File: src/rtl/fetch_queue_pkg.sv
// Shared types for the instruction-fetch front end: scalar aliases, the
// decode-facing fetch record and the fetch FSM state encoding.
package fetch_queue_pkg;

    typedef logic [31:0] u32;
    typedef logic [63:0] u64;

    localparam u64 PC_RESET_DEFAULT = 64'h8000_0000;

    typedef struct packed {
        logic valid;
        u64   pc;
        u32   raw_instr;
    } fetch_data_t;

    typedef enum logic [1:0] {
        IDLE = 2'd0,
        REQ  = 2'd1,
        DROP = 2'd2
    } fetch_state_t;

endpackage

File: src/rtl/fetch_queue_fifo.sv
// DEPTH-entry buffer of fetched {pc, instr} pairs; flush has priority over
// push/pop, and the head is presented combinationally from the read pointer.
module fetch_fifo
    import fetch_queue_pkg::*;
#(
    parameter int DEPTH = 4
) (
    input  logic                   clk,
    input  logic                   reset,
    input  logic                   push,
    input  logic [63:0]            push_pc,
    input  logic [31:0]            push_instr,
    input  logic                   pop,
    input  logic                   flush,
    output fetch_data_t            head,
    output logic                   full,
    output logic                   empty,
    output logic [$clog2(DEPTH):0] count
);

    localparam int PTR_W = $clog2(DEPTH);
    localparam int CNT_W = PTR_W + 1;

    logic [63:0]      pc_mem    [DEPTH];
    logic [31:0]      instr_mem [DEPTH];
    logic [PTR_W-1:0] wr_ptr_reg;
    logic [PTR_W-1:0] rd_ptr_reg;
    logic [CNT_W-1:0] count_reg;
    logic             push_ok;
    logic             pop_ok;

    assign empty   = (count_reg == '0);
    assign full    = (count_reg == CNT_W'(DEPTH));
    assign pop_ok  = pop && !empty;
    // A push into a full buffer is only accepted when a pop frees the slot.
    assign push_ok = push && (!full || pop_ok);
    assign count   = count_reg;

    always_ff @(posedge clk or negedge reset) begin
        if (!reset) begin
            wr_ptr_reg <= '0;
            rd_ptr_reg <= '0;
            count_reg  <= '0;
        end else if (flush) begin
            wr_ptr_reg <= '0;
            rd_ptr_reg <= '0;
            count_reg  <= '0;
        end else begin
            if (push_ok) begin
                wr_ptr_reg <= wr_ptr_reg + 1'b1;
            end
            if (pop_ok) begin
                rd_ptr_reg <= rd_ptr_reg + 1'b1;
            end
            count_reg <= count_reg + CNT_W'(push_ok) - CNT_W'(pop_ok);
        end
    end

    // Storage is cleared on reset so the idle output reads as all zeros.
    always_ff @(posedge clk or negedge reset) begin
        if (!reset) begin
            for (int i = 0; i < DEPTH; i++) begin
                pc_mem[i]    <= '0;
                instr_mem[i] <= '0;
            end
        end else if (push_ok && !flush) begin
            pc_mem[wr_ptr_reg]    <= push_pc;
            instr_mem[wr_ptr_reg] <= push_instr;
        end
    end

    always_comb begin
        head           = '0;
        head.valid     = !empty;
        head.pc        = pc_mem[rd_ptr_reg];
        head.raw_instr = instr_mem[rd_ptr_reg];
    end

endmodule

File: src/rtl/fetch_queue.sv
// Fetch front end: owns the fetch PC, keeps at most one ibus request in
// flight and buffers replies for decode; redirects discard in-flight data.
module fetch_queue
    import fetch_queue_pkg::*;
#(
    parameter int          DEPTH    = 4,
    parameter logic [63:0] PC_RESET = PC_RESET_DEFAULT
) (
    input  logic        clk,
    input  logic        reset,
    output logic        ibus_valid,
    output logic [63:0] ibus_addr,
    input  logic        ibus_data_ok,
    input  logic [31:0] ibus_data,
    input  logic        redirect,
    input  logic [63:0] redirect_pc,
    input  logic        out_ready,
    output fetch_data_t out_data
);

    localparam int CNT_W = $clog2(DEPTH) + 1;

    fetch_state_t     state_reg;
    fetch_state_t     state_next;
    logic [63:0]      pc_reg;
    logic [63:0]      pc_next;
    logic [63:0]      addr_reg;
    logic [63:0]      addr_next;
    logic             fifo_push;
    logic             fifo_full;
    logic             fifo_empty;
    logic [CNT_W-1:0] fifo_count;
    logic [CNT_W-1:0] count_after;
    logic             pop_fire;

    assign pop_fire  = out_ready && !fifo_empty;
    assign ibus_addr = addr_reg;

    always_ff @(posedge clk or negedge reset) begin
        if (!reset) begin
            state_reg <= IDLE;
            pc_reg    <= PC_RESET;
            addr_reg  <= '0;
        end else begin
            state_reg <= state_next;
            pc_reg    <= pc_next;
            addr_reg  <= addr_next;
        end
    end

    always_comb begin
        state_next  = state_reg;
        pc_next     = pc_reg;
        addr_next   = addr_reg;
        // Occupancy once this cycle's reply is pushed and any pop retires.
        count_after = fifo_count + CNT_W'(1) - CNT_W'(pop_fire);
        unique case (state_reg)
            IDLE: begin
                if (!redirect && !fifo_full) begin
                    state_next = REQ;
                    addr_next  = pc_reg;
                end
            end
            REQ: begin
                if (ibus_data_ok) begin
                    if (redirect) begin
                        state_next = IDLE;
                    end else begin
                        pc_next = pc_reg + 64'd4;
                        if (count_after < CNT_W'(DEPTH)) begin
                            state_next = REQ;
                            addr_next  = pc_reg + 64'd4;
                        end else begin
                            state_next = IDLE;
                        end
                    end
                end else if (redirect) begin
                    // The bus cannot cancel a request; wait out its reply.
                    state_next = DROP;
                end
            end
            DROP: begin
                if (ibus_data_ok) begin
                    state_next = IDLE;
                end
            end
            default: state_next = IDLE;
        endcase
        if (redirect) begin
            pc_next = redirect_pc & ~64'h3;
        end
    end

    always_comb begin
        ibus_valid = (state_reg != IDLE);
        fifo_push  = (state_reg == REQ) && ibus_data_ok && !redirect;
    end

    fetch_fifo #(
        .DEPTH (DEPTH)
    ) u_fifo (
        .clk        (clk),
        .reset      (reset),
        .push       (fifo_push),
        .push_pc    (addr_reg),
        .push_instr (ibus_data),
        .pop        (out_ready),
        .flush      (redirect),
        .head       (out_data),
        .full       (fifo_full),
        .empty      (fifo_empty),
        .count      (fifo_count)
    );

endmodule

File: config.mk
export PLATFORM = sky130hd
export DESIGN_NAME = fetch_queue
export DESIGN_NICKNAME = d
export VERILOG_FILES = /design/src/rtl/fetch_queue_pkg.sv /design/src/rtl/fetch_queue_fifo.sv /design/src/rtl/fetch_queue.sv
export SDC_FILE = /design/constraint.sdc
export NUM_CORES = 1
export LEC_CHECK = 0
export BUFFER_PORTS_ARGS = -buffer_cell sky130_fd_sc_hd__buf_4
export CAP_MARGIN = 10
export CORE_ASPECT_RATIO = 0.75
export CORE_MARGIN = 2
export CORE_UTILIZATION = 40
export DETAILED_ROUTE_END_ITERATION = 10
export SETUP_SLACK_MARGIN = 0.4
export SLEW_MARGIN = 10
export SYNTH_ARGS = -nofsm -noshare
export SYNTH_HDL_FRONTEND = slang
export SYNTH_SLANG_ARGS = --single-unit
File: constraint.sdc
create_clock -name clk -period 7.4 [get_ports clk]
set_input_delay 0.37 -clock clk [delete_from_list [all_inputs] [get_ports clk]]
set_output_delay 0.37 -clock clk [all_outputs]
set_load 0.05 [all_outputs]
Yosys cells after proc, flatten, opt, wreduce, memory -nomap -nowiden. Cells that the tools add are included.

Add/subtract/negate cells: 7. Magnitude comparators: 4. Equality and inequality tests: 9. Multiplexer cells: 32. Bitwise gates (word level): 2. Reduce and logical (&&, ||, !) cells: 22.

Operator list (number): 2-to-1 mux 64 bit (10); bitwise mux 256 bit (1); binary-select mux 64 bit (select 2 bit) (1); bitwise mux 128 bit (1); demux 64 bit (select 2 bit) (1); case mux 64 bit (2 select lines) (1); 2-to-1 mux 32 bit (3); adder 64 x 3 -> 64 bit (second input constant) (1); binary-select mux 32 bit (select 2 bit) (1); demux 32 bit (select 2 bit) (1); 2-to-1 mux 2 bit (8); nonzero test 2 bit (6); != test 2 bit (second input constant) (5); logical AND 1 bit (7); >= comparator 3 bit (second input constant) (2); NOT 2 -> 3 bit (2); case mux 2 bit (3 select lines) (1); subtractor 3 x 1 -> 3 bit (2); AND reduction 5 bit (1); adder 2 x 1 -> 2 bit (second input constant) (2); adder 3 x 1 -> 3 bit (1); adder 3 x 1 -> 3 bit (second input constant) (1); equality test 3 bit (second input constant) (1); zero test 1 bit (3); 12 further kinds (13).

Register bits: 521. Output and inout port bits: 162.

Logic depth before layout (Yosys ltp). Gate-level depths: netlist (run 1).

Depth in word-level cells: 9. Depth in mapped cells: 11. Gate-level depth less buffers: 10.

By module. From an unflattened synthesis (run 1), not the netlist that was laid out.

Cells, all modules: 1789. Area total of the unflattened synthesis: 24761.2 um^2.

By module, submodules not included: fetch_fifo (instances 1, cells each 978, area each 17451.7 um^2); fetch_queue (instances 1, cells each 811, area each 7309.5 um^2).

Least setup slack after synthesis (run 1). No wires, ideal clock.

Kind: register to register. Start point: reg u_fifo.count_reg[1], in the netlist u_fifo.count[1]. End point: reg addr_reg[55], in the netlist ibus_addr[55]. Setup time: 0.082 ns. Data arrival time: 2.676 ns. Setup slack: 4.642 ns. Stages on the path, launching flop included: 12. Buffers on the path: 3. Cells stage by stage: dfrtp_1 -> clkbuf_1 -> or3_1 -> nand2_1 -> ha_1 -> and3b_1 -> a31oi_1 -> and2_1 -> clkbuf_1 -> clkbuf_1 -> nor2_1 -> a31oi_1.

RTL lines: from (decl) (line fetch_queue_fifo.sv:28) `logic [CNT_W-1:0] count_reg;`; from (signal assigned) (line fetch_queue_fifo.sv:55) `count_reg <= count_reg + CNT_W'(push_ok) - CNT_W'(pop_ok);`; to (signal assigned) (line fetch_queue.sv:47) `addr_reg <= addr_next;`; to (decl) (line fetch_queue.sv:27) `logic [63:0] addr_reg;`.

Final worst setup path (run 1).
Start point: reg state_reg[0]. End point: reg u_fifo.instr_mem[63] in the netlist's numbering.

Word-level cells in the longest chain between the ends: 5.

RTL lines: from (decl) (line fetch_queue.sv:23) `fetch_state_t state_reg;`; from (signal assigned) (line fetch_queue.sv:45) `state_reg <= state_next;`; equality test 2 x 1 -> 1 bit (line fetch_queue.sv:96) `fifo_push = (state_reg == REQ) && ibus_data_ok && !redirect;`; logical AND 1 bit (2 in series) (line fetch_queue.sv:96); logical AND 1 bit (line fetch_queue_fifo.sv:36) `assign push_ok = push && (!full || pop_ok);`; logical AND 1 bit (line fetch_queue_fifo.sv:66) `end else if (push_ok && !flush) begin`; to (signal, indexed assignment) (line fetch_queue_fifo.sv:68) `instr_mem[wr_ptr_reg] <= push_instr;`; to (decl) (line fetch_queue_fifo.sv:25) `logic [31:0] instr_mem [DEPTH];`.

Every way passes these cells. A chain may end at the register's enable or synchronous reset.

==> out/metrics.yaml, run 1 <==
drt:
  wl_mm: 65.2
  avgViaCountPerCell: 5.52
  wire_per_inst_um: 22.3
  drc: 0
  dr.first_iter.drc_count: 1066
  ant_nets: 0
  num_vias: 16100
  first_pass_iters: 5
place:
  portBuffers: 256
  place_area_um2: 26500
  dp_hpwl_mm: 43.2
  place_congestion: 0.888
final_layout:
  area_growth_pct: 20.1
  largestRegisters: "u_fifo.pc_mem x248, u_fifo.instr_mem x128"
  largest_register_ff_count: 248
  design_area_um2: 28900
  final_layout_size_suffix_gt1_share_pct: 40.0
  registers.top_by_ff_count: "u_fifo.pc_mem"
  n_fill_cell: 5259
  final_nets: 2201
logic_synthesis:
  ys_types: 54
  ys_async_sr_fraction_pct: 100
  yosys.area.top_type: "dfrtp_1"
  ys_ff_latch: 509
  synthAdderAreaFrac_pct: 0.499
  synth_ff_type: "dfrtp_1"
  synth-edff-count: 0
  yosysSeqAreaShare_pct: 52.9
  synth-xor-area-share_pct: 2.87
  synth_common_cells: "dfrtp_1 (508), mux2_2 (376), nand2_1 (120)"
  yosys.area_share.simple_pct: 10.3
  synth_top_family_by_area: "multiplexers"
  synth_top_area_share_pct: 52.8
  yosysWarnings: 0
  synth_compound_area_share_pct: 4.04
  syn_avg_cell_area_um2: 13.0
  yosysMostFrequentCell: "dfrtp_1"
  synth_area_um2: 24100
  synthMuxAreaShare_pct: 26.5
  synthCells: 1853
  synthTopCellsByArea: "dfrtp_1 (53%), mux2_2 (18%), mux4_2 (8.8%), o21ai_0 (2.2%), nand2_1 (1.9%)"
clocking:
  cts_resized: 0
  clock-sinks: 509
  htree_levels: 2
  clk_latency_ns: 0.61
  cts_tree: "yes"
  post_cts.repair.setup_buffers: 0
  clockBufferDepth: 3
  clock-root-buffer: "clkbuf_16"
  cts_buffers: 54
  clkTransAtPathRegs_ns: 0.06
sta:
  rsz0062_at_grt: "no"
  worst_pin_slew_ns: 1.12
  finalSetupViolations: 0
  max_freq_mhz: 268
  max_slew_margin_pct: 25.3
  drv_slew: 0
  period_needed_ns: 3.73
  fin_tns_setup_ns: 0
  finalCritPeriodShare_pct: 50.4
  finalClockSkew_ns: 0.0220
  hold_viol: 0
die:
  pin_count: 263
  num_rows: 77
  start_util_pct: 40.6
  dieArea_um2: 62200
  dieHeight_um: 216
  core-area_um2: 59300
  die_w_um: 287
worst_hold_path:
  hold_start: "redirect_pc[36]"
  hp-class: "in -> reg"
outcome:
  status: "complete, no violations"
power_and_ir_drop:
  powerDensity_nw_per_um2: 422
  irDropWorstVdd_v: 0.000179
  p_leak_uw: 0.0125
global_routing:
  grt_pass1_wl_mm: 102
  overflow: 0
  grt_pass1_vias: 16800
  antenna_found_initial: 1
  grt_max_degree: 168
  grt_usage_pct: 21.2
critical_path:
  critPathMaxFanout: 54
  critPathKind: "reg -> reg"
  arrival_ns: 4.21
  end_kind: "flop"
  worstPathRequired_ns: 7.88
  timing.critical_path.from: "state_reg[0]$_DFFE_PN0P_"
  cp-start-kind: "flop"
  crit-reg2reg-launch: "state_reg[0]$_DFFE_PN0P_"
run:
  max_cap_viol_count: 0
## cells by family after synthesis
group,after synthesis
compound gates,171
xor+xnor,79
fa+ha+maj,9
buf+inv,159
flops,509
mux,472
other cells,1
simple gates,453
## per-layer routing
layer / vias up / share of wire [%] / global-route usage [%] / routed length [µm]
li1: 7294 / - / - / -
met1: 8336 / 47 / 31.0 / 30400
met2: 404 / 46 / 32.6 / 29700
met3: 92 / 5.7 / 3.93 / 3730
met4: 0 / 2.0 / 5.19 / 1330
met5: - / 0 / 0 / 0
## where the power goes
group,switching (µW),internal (µW)
logic,3050,1900
clock network,1150,1690
registers,821,3600
## critical path: stages (launching register included)
cell      delay [ns]
dfrtp_1         0.54
nand3b_1        0.42
nor3_2          0.60
and2_4          0.69
buf_4           0.83
mux2_2          0.42
## final timing paths
path                                                          to  slack, ns  depth (start not counted)
worst min register to register    u_fifo.pc_mem[109]$_DFFE_PN0P_       0.50                          1
max in group asynchronous              ibus_addr[16]$_DFFE_PN0P_       5.36                          3
worst max register to register  u_fifo.instr_mem[63]$_DFFE_PN0P_       3.67                          5
min in group asynchronous       u_fifo.instr_mem[96]$_DFFE_PN0P_       0.49                          2
worst min-delay path                      pc_reg[36]$_DFFE_PN0P_       0.04                          3
worst max-delay path            u_fifo.instr_mem[63]$_DFFE_PN0P_       3.67                          5
## cell type report
type,instances,area [µm²],area share [%]
clock inverters,21,285,0.987
clock buffers,76,1570,5.44
flip-flops and latches,509,12700,44.1
inverters,13,48.8,0.169
repair buffers,325,2600,9.00
well taps,790,988,3.42
diodes,1,2.50,0.00865
multi-input cells,1188,10700,36.9
## stage by stage
stage          hold WS, ns  power [µW]  utilization [%]  std cells  worst slack, ns
3_5_place_dp         0.490        9440             44.8       2773             3.69
4_1_cts          0.0000176       12300             48.8       2922             3.64
5_1_grt            0.00984       12800             48.8       2922             3.43
2_1_floorplan       0.0744        7740                -       1856             4.64
6_report            0.0355       12200             48.8       2923             3.67
3_3_place_gp         0.483        9310             44.8       2773             3.73
## layout by cell type, fill, tap and decap left out, types with 4 or more instances in the layout
| cell type | synthesis | final |
|---|---|---|
| and4_1 | 23 | 23 |
| or3_1 | 33 | 33 |
| a21oi_1 | 4 | 4 |
| and3_1 | 15 | 15 |
| or4_1 | 23 | 23 |
| mux2_2 | 376 | 376 |
| inv_1 | 13 | 13 |
| mux4_2 | 94 | 94 |
| clkbuf_16 | 0 | 54 |
| o21ai_0 | 105 | 105 |
| o31ai_1 | 11 | 11 |
| clkbuf_8 | 0 | 14 |
| nor4_1 | 17 | 17 |
| and2_4 | 0 | 4 |
| and2_1 | 7 | 7 |
| dfrtp_1 | 508 | 506 |
| bufinv_16 | 0 | 6 |
| nor3_1 | 20 | 20 |
| nand2_1 | 120 | 119 |
| buf_4 | 5 | 270 |
| xnor2_1 | 39 | 39 |
| nor2_1 | 63 | 63 |
| nand3_1 | 44 | 44 |
| clkbuf_1 | 65 | 8 |
| nand2b_1 | 6 | 6 |
| xor2_1 | 40 | 40 |
| nand4_1 | 50 | 50 |
| dlygate4sd3_1 | 0 | 52 |
| clkinv_2 | 0 | 9 |
| conb_1 | 1 | 4 |
| ha_1 | 8 | 8 |
| a31oi_1 | 40 | 40 |
## repair_timing
item | in CTS | in global routing
hold buffers | 52 | 0
endpoints found under the hold margin | 194 | 0
endpoints found under the setup margin | 0 | 0
No activity file was read; power rests on OpenSTA's default activity.
==> run 2: changes to the inputs <==
==> constraint.sdc (replaced) <==
create_clock -name clk -period 3.2 [get_ports clk]
set_input_delay 0.16 -clock clk [delete_from_list [all_inputs] [get_ports clk]]
set_output_delay 0.16 -clock clk [all_outputs]
set_load 0.05 [all_outputs]
==> out/metrics.yaml, run 2 (same netlist as run 1, synthesis figures left out) <==
final_layout:
  final_layout_size_suffix_gt1_share_pct: 40.5  # +0.51 points
  largest_register_ff_count: 248  # unchanged
  stdcell_count: 3026  # +3.5%
  largestRegisters: "u_fifo.pc_mem x248, u_fifo.instr_mem x128"
  final_common_cell: "dfrtp_1"
  area_growth_pct: 25.0
  final_nets: 2302  # +4.6%
  diodes: 0  # -1
  design_area_um2: 30100  # +4.1%
  layout_common_cells: "dfrtp_1 (506), mux2_2 (376), buf_4 (298)"
  registers.top_by_ff_count: "u_fifo.pc_mem"
sta:
  worst_pin_slew_ns: 0.786  # -0.334 ns
  finalClockSkew_ns: 0.0153  # -0.00670 ns
  finalSetupViolations: 0  # unchanged
  period_needed_ns: 2.71  # -1.02 ns
  finalCritPeriodShare_pct: 84.6  # +34 points
  max_freq_mhz: 369  # +38%
  max_slew_margin_pct: 47.6  # +22 points
  drv_slew: 0  # unchanged
  fin_tns_setup_ns: 0  # unchanged
  holdWs_ns: 0.150  # +0.114 ns
  rsz0062_at_grt: "yes"
  hold_viol: 0  # unchanged
  setup_slack_ns: 0.492  # -3.18 ns
die:
  dieArea_um2: 62200  # unchanged
  pin_count: 263  # unchanged
  start_util_pct: 40.6  # unchanged
  die_w_um: 287  # unchanged
  core-area_um2: 59300  # unchanged
  dieHeight_um: 216  # unchanged
  num_rows: 77  # unchanged
critical_path:
  crit_buf_inv: 1  # unchanged
  arrival_ns: 3.19  # -1.02 ns
  crit_slowest_cell: "or4_1"
  worstPathCellList: "ha_2 -> nand4_1 -> or4_1 -> nor4_1 -> buf_4 -> a21oi_1 -> o31a_1"
  end_kind: "flop"
  critPathKind: "reg -> reg"
  cpLargestDelayFamily: "simple AND/OR/NAND/NOR gates"
  slowest_delay_ns: 0.60  # -0.23 ns
  worstPathRequired_ns: 3.68  # -4.20 ns
  cp-start-kind: "flop"
  rrSetupSlack_ns: 0.49  # -3.18 ns
  critPathMaxFanout: 7  # -87%
global_routing:
  grt_pass1_vias: 17100  # +1.8%
  overflow: 0  # unchanged
  grt_max_degree: 91  # -46%
  antenna_found_initial: 1  # unchanged
  grt_pass1_wl_mm: 104  # +1.6%
  grt_usage_pct: 21.5  # +0.33 points
clocking:
  cts_buffers: 52  # -3.7%
  clk_latency_ns: 0.60  # about the same
  cts_tree: "yes"
  clock-sinks: 509  # unchanged
  htree_levels: 2  # unchanged
  clockBufferDepth: 3  # unchanged
  clkTransAtPathRegs_ns: 0.07  # about the same
  clock-root-buffer: "clkbuf_16"
  post_cts.repair.setup_buffers: 0  # unchanged
place:
  portBuffers: 256  # unchanged
  place_area_um2: 27200  # +2.7%
  place_congestion: 0.910  # +2.5%
  place_ws_ns: 0.493  # -3.20 ns
  dp_hpwl_mm: 45.6  # +5.4%
  place_inst: 2826  # +1.9%
drt:
  drc: 0  # unchanged
  wire_per_inst_um: 21.9  # -1.7%
  first_pass_iters: 5  # unchanged
  ant_nets: 0  # unchanged
  wl_mm: 66.3  # +1.8%
  num_vias: 16600  # +2.8%
  avgViaCountPerCell: 5.48  # -0.66%
  dr.first_iter.drc_count: 1128  # +5.8%
run:
  max_cap_viol_count: 0  # unchanged
power_and_ir_drop:
  irDropWorstVdd_v: 0.000424  # +140%
  powerDensity_nw_per_um2: 939  # +120%
  p_leak_uw: 0.0131  # +4.2%
worst_hold_path:
  hp-class: "in -> reg"
outcome:
  status: "complete, no violations"
==> run 2: changes by cell type in the layout (fill, tap and decap cells not counted), moves of 2 or more <==
cell	before	now
clkbuf_8	14	16
dlygate4sd3_1	52	102
clkinvlp_4	2	4
clkbuf_1	8	12
bufinv_16	6	4
clkinv_2	9	7
inv_6	2	0
buf_4	270	298
buf_12	2	27
==> run 2: what timing repair did <==
item | in CTS | in global routing
endpoints found under the setup margin | 0 | 36
endpoints found under the hold margin | 272 | 0
hold buffers | 102 | 0
gates resized for setup | 0 | 5
==> run 2: layer usage <==
layer	wire length [µm]	global-route usage [%]	part of all wire, %
met1	31700	32.5	48
met2	29900	32.6	45
met3	3530	3.60	5.3
met4	1170	4.51	1.8
met5	0	0	0
==> run 2: final timing paths <==
| path | start | to | cells past startpoint |
|---|---|---|---|
| setup / recovery | pc_reg[2]$_DFFE_PN0P_ | pc_reg[60]$_DFFE_PN0P_ | 7 |
| hold / removal | out_ready | u_fifo.wr_ptr_reg[1]$_DFFE_PN0P_ | 5 |
| setup reg to reg | pc_reg[2]$_DFFE_PN0P_ | pc_reg[60]$_DFFE_PN0P_ | 7 |
| hold reg to reg | u_fifo.pc_mem[72]$_DFFE_PN0P_ | u_fifo.pc_mem[72]$_DFFE_PN0P_ | 1 |
| max in group asynchronous | reset | pc_reg[31]$_DFFE_PN1P_ | 3 |
| min in group asynchronous | reset | u_fifo.instr_mem[104]$_DFFE_PN0P_ | 2 |
==> run 2: worst min-delay path: stages <==
cell and delay, ns:
buf_4 0.09, nor4b_1 0.05, nor3_2 0.10, buf_4 0.21, o31ai_1 0.08
==> run 2: through the flow <==
stage	util (%)	power (µW)
after floorplan	-	17900
after global placement	46.0	21700
after detailed placement	46.0	22000
after CTS	50.8	28600
after global routing	50.8	29600
final	50.8	28300
==> run 2: where the power goes <==
group          internal [µW]  switching [µW]  leakage (µW)  total (µW)
Clock                   3790            2620      0.000886        6410
Sequential              8330            1810       0.00656       10100
Combinational           4540            7200       0.00561       11700
Total                  16700           11600        0.0131       28300
==> run 2: final cells by class <==
class | instances | area (µm²)
fillers | 5140 | 29100
flip-flops and latches | 509 | 12700
multi-input cells | 1188 | 10700
repair buffers | 428 | 3810
clock buffers | 82 | 1620
well taps | 790 | 988
clock inverters | 16 | 201
inverters | 13 | 48.8
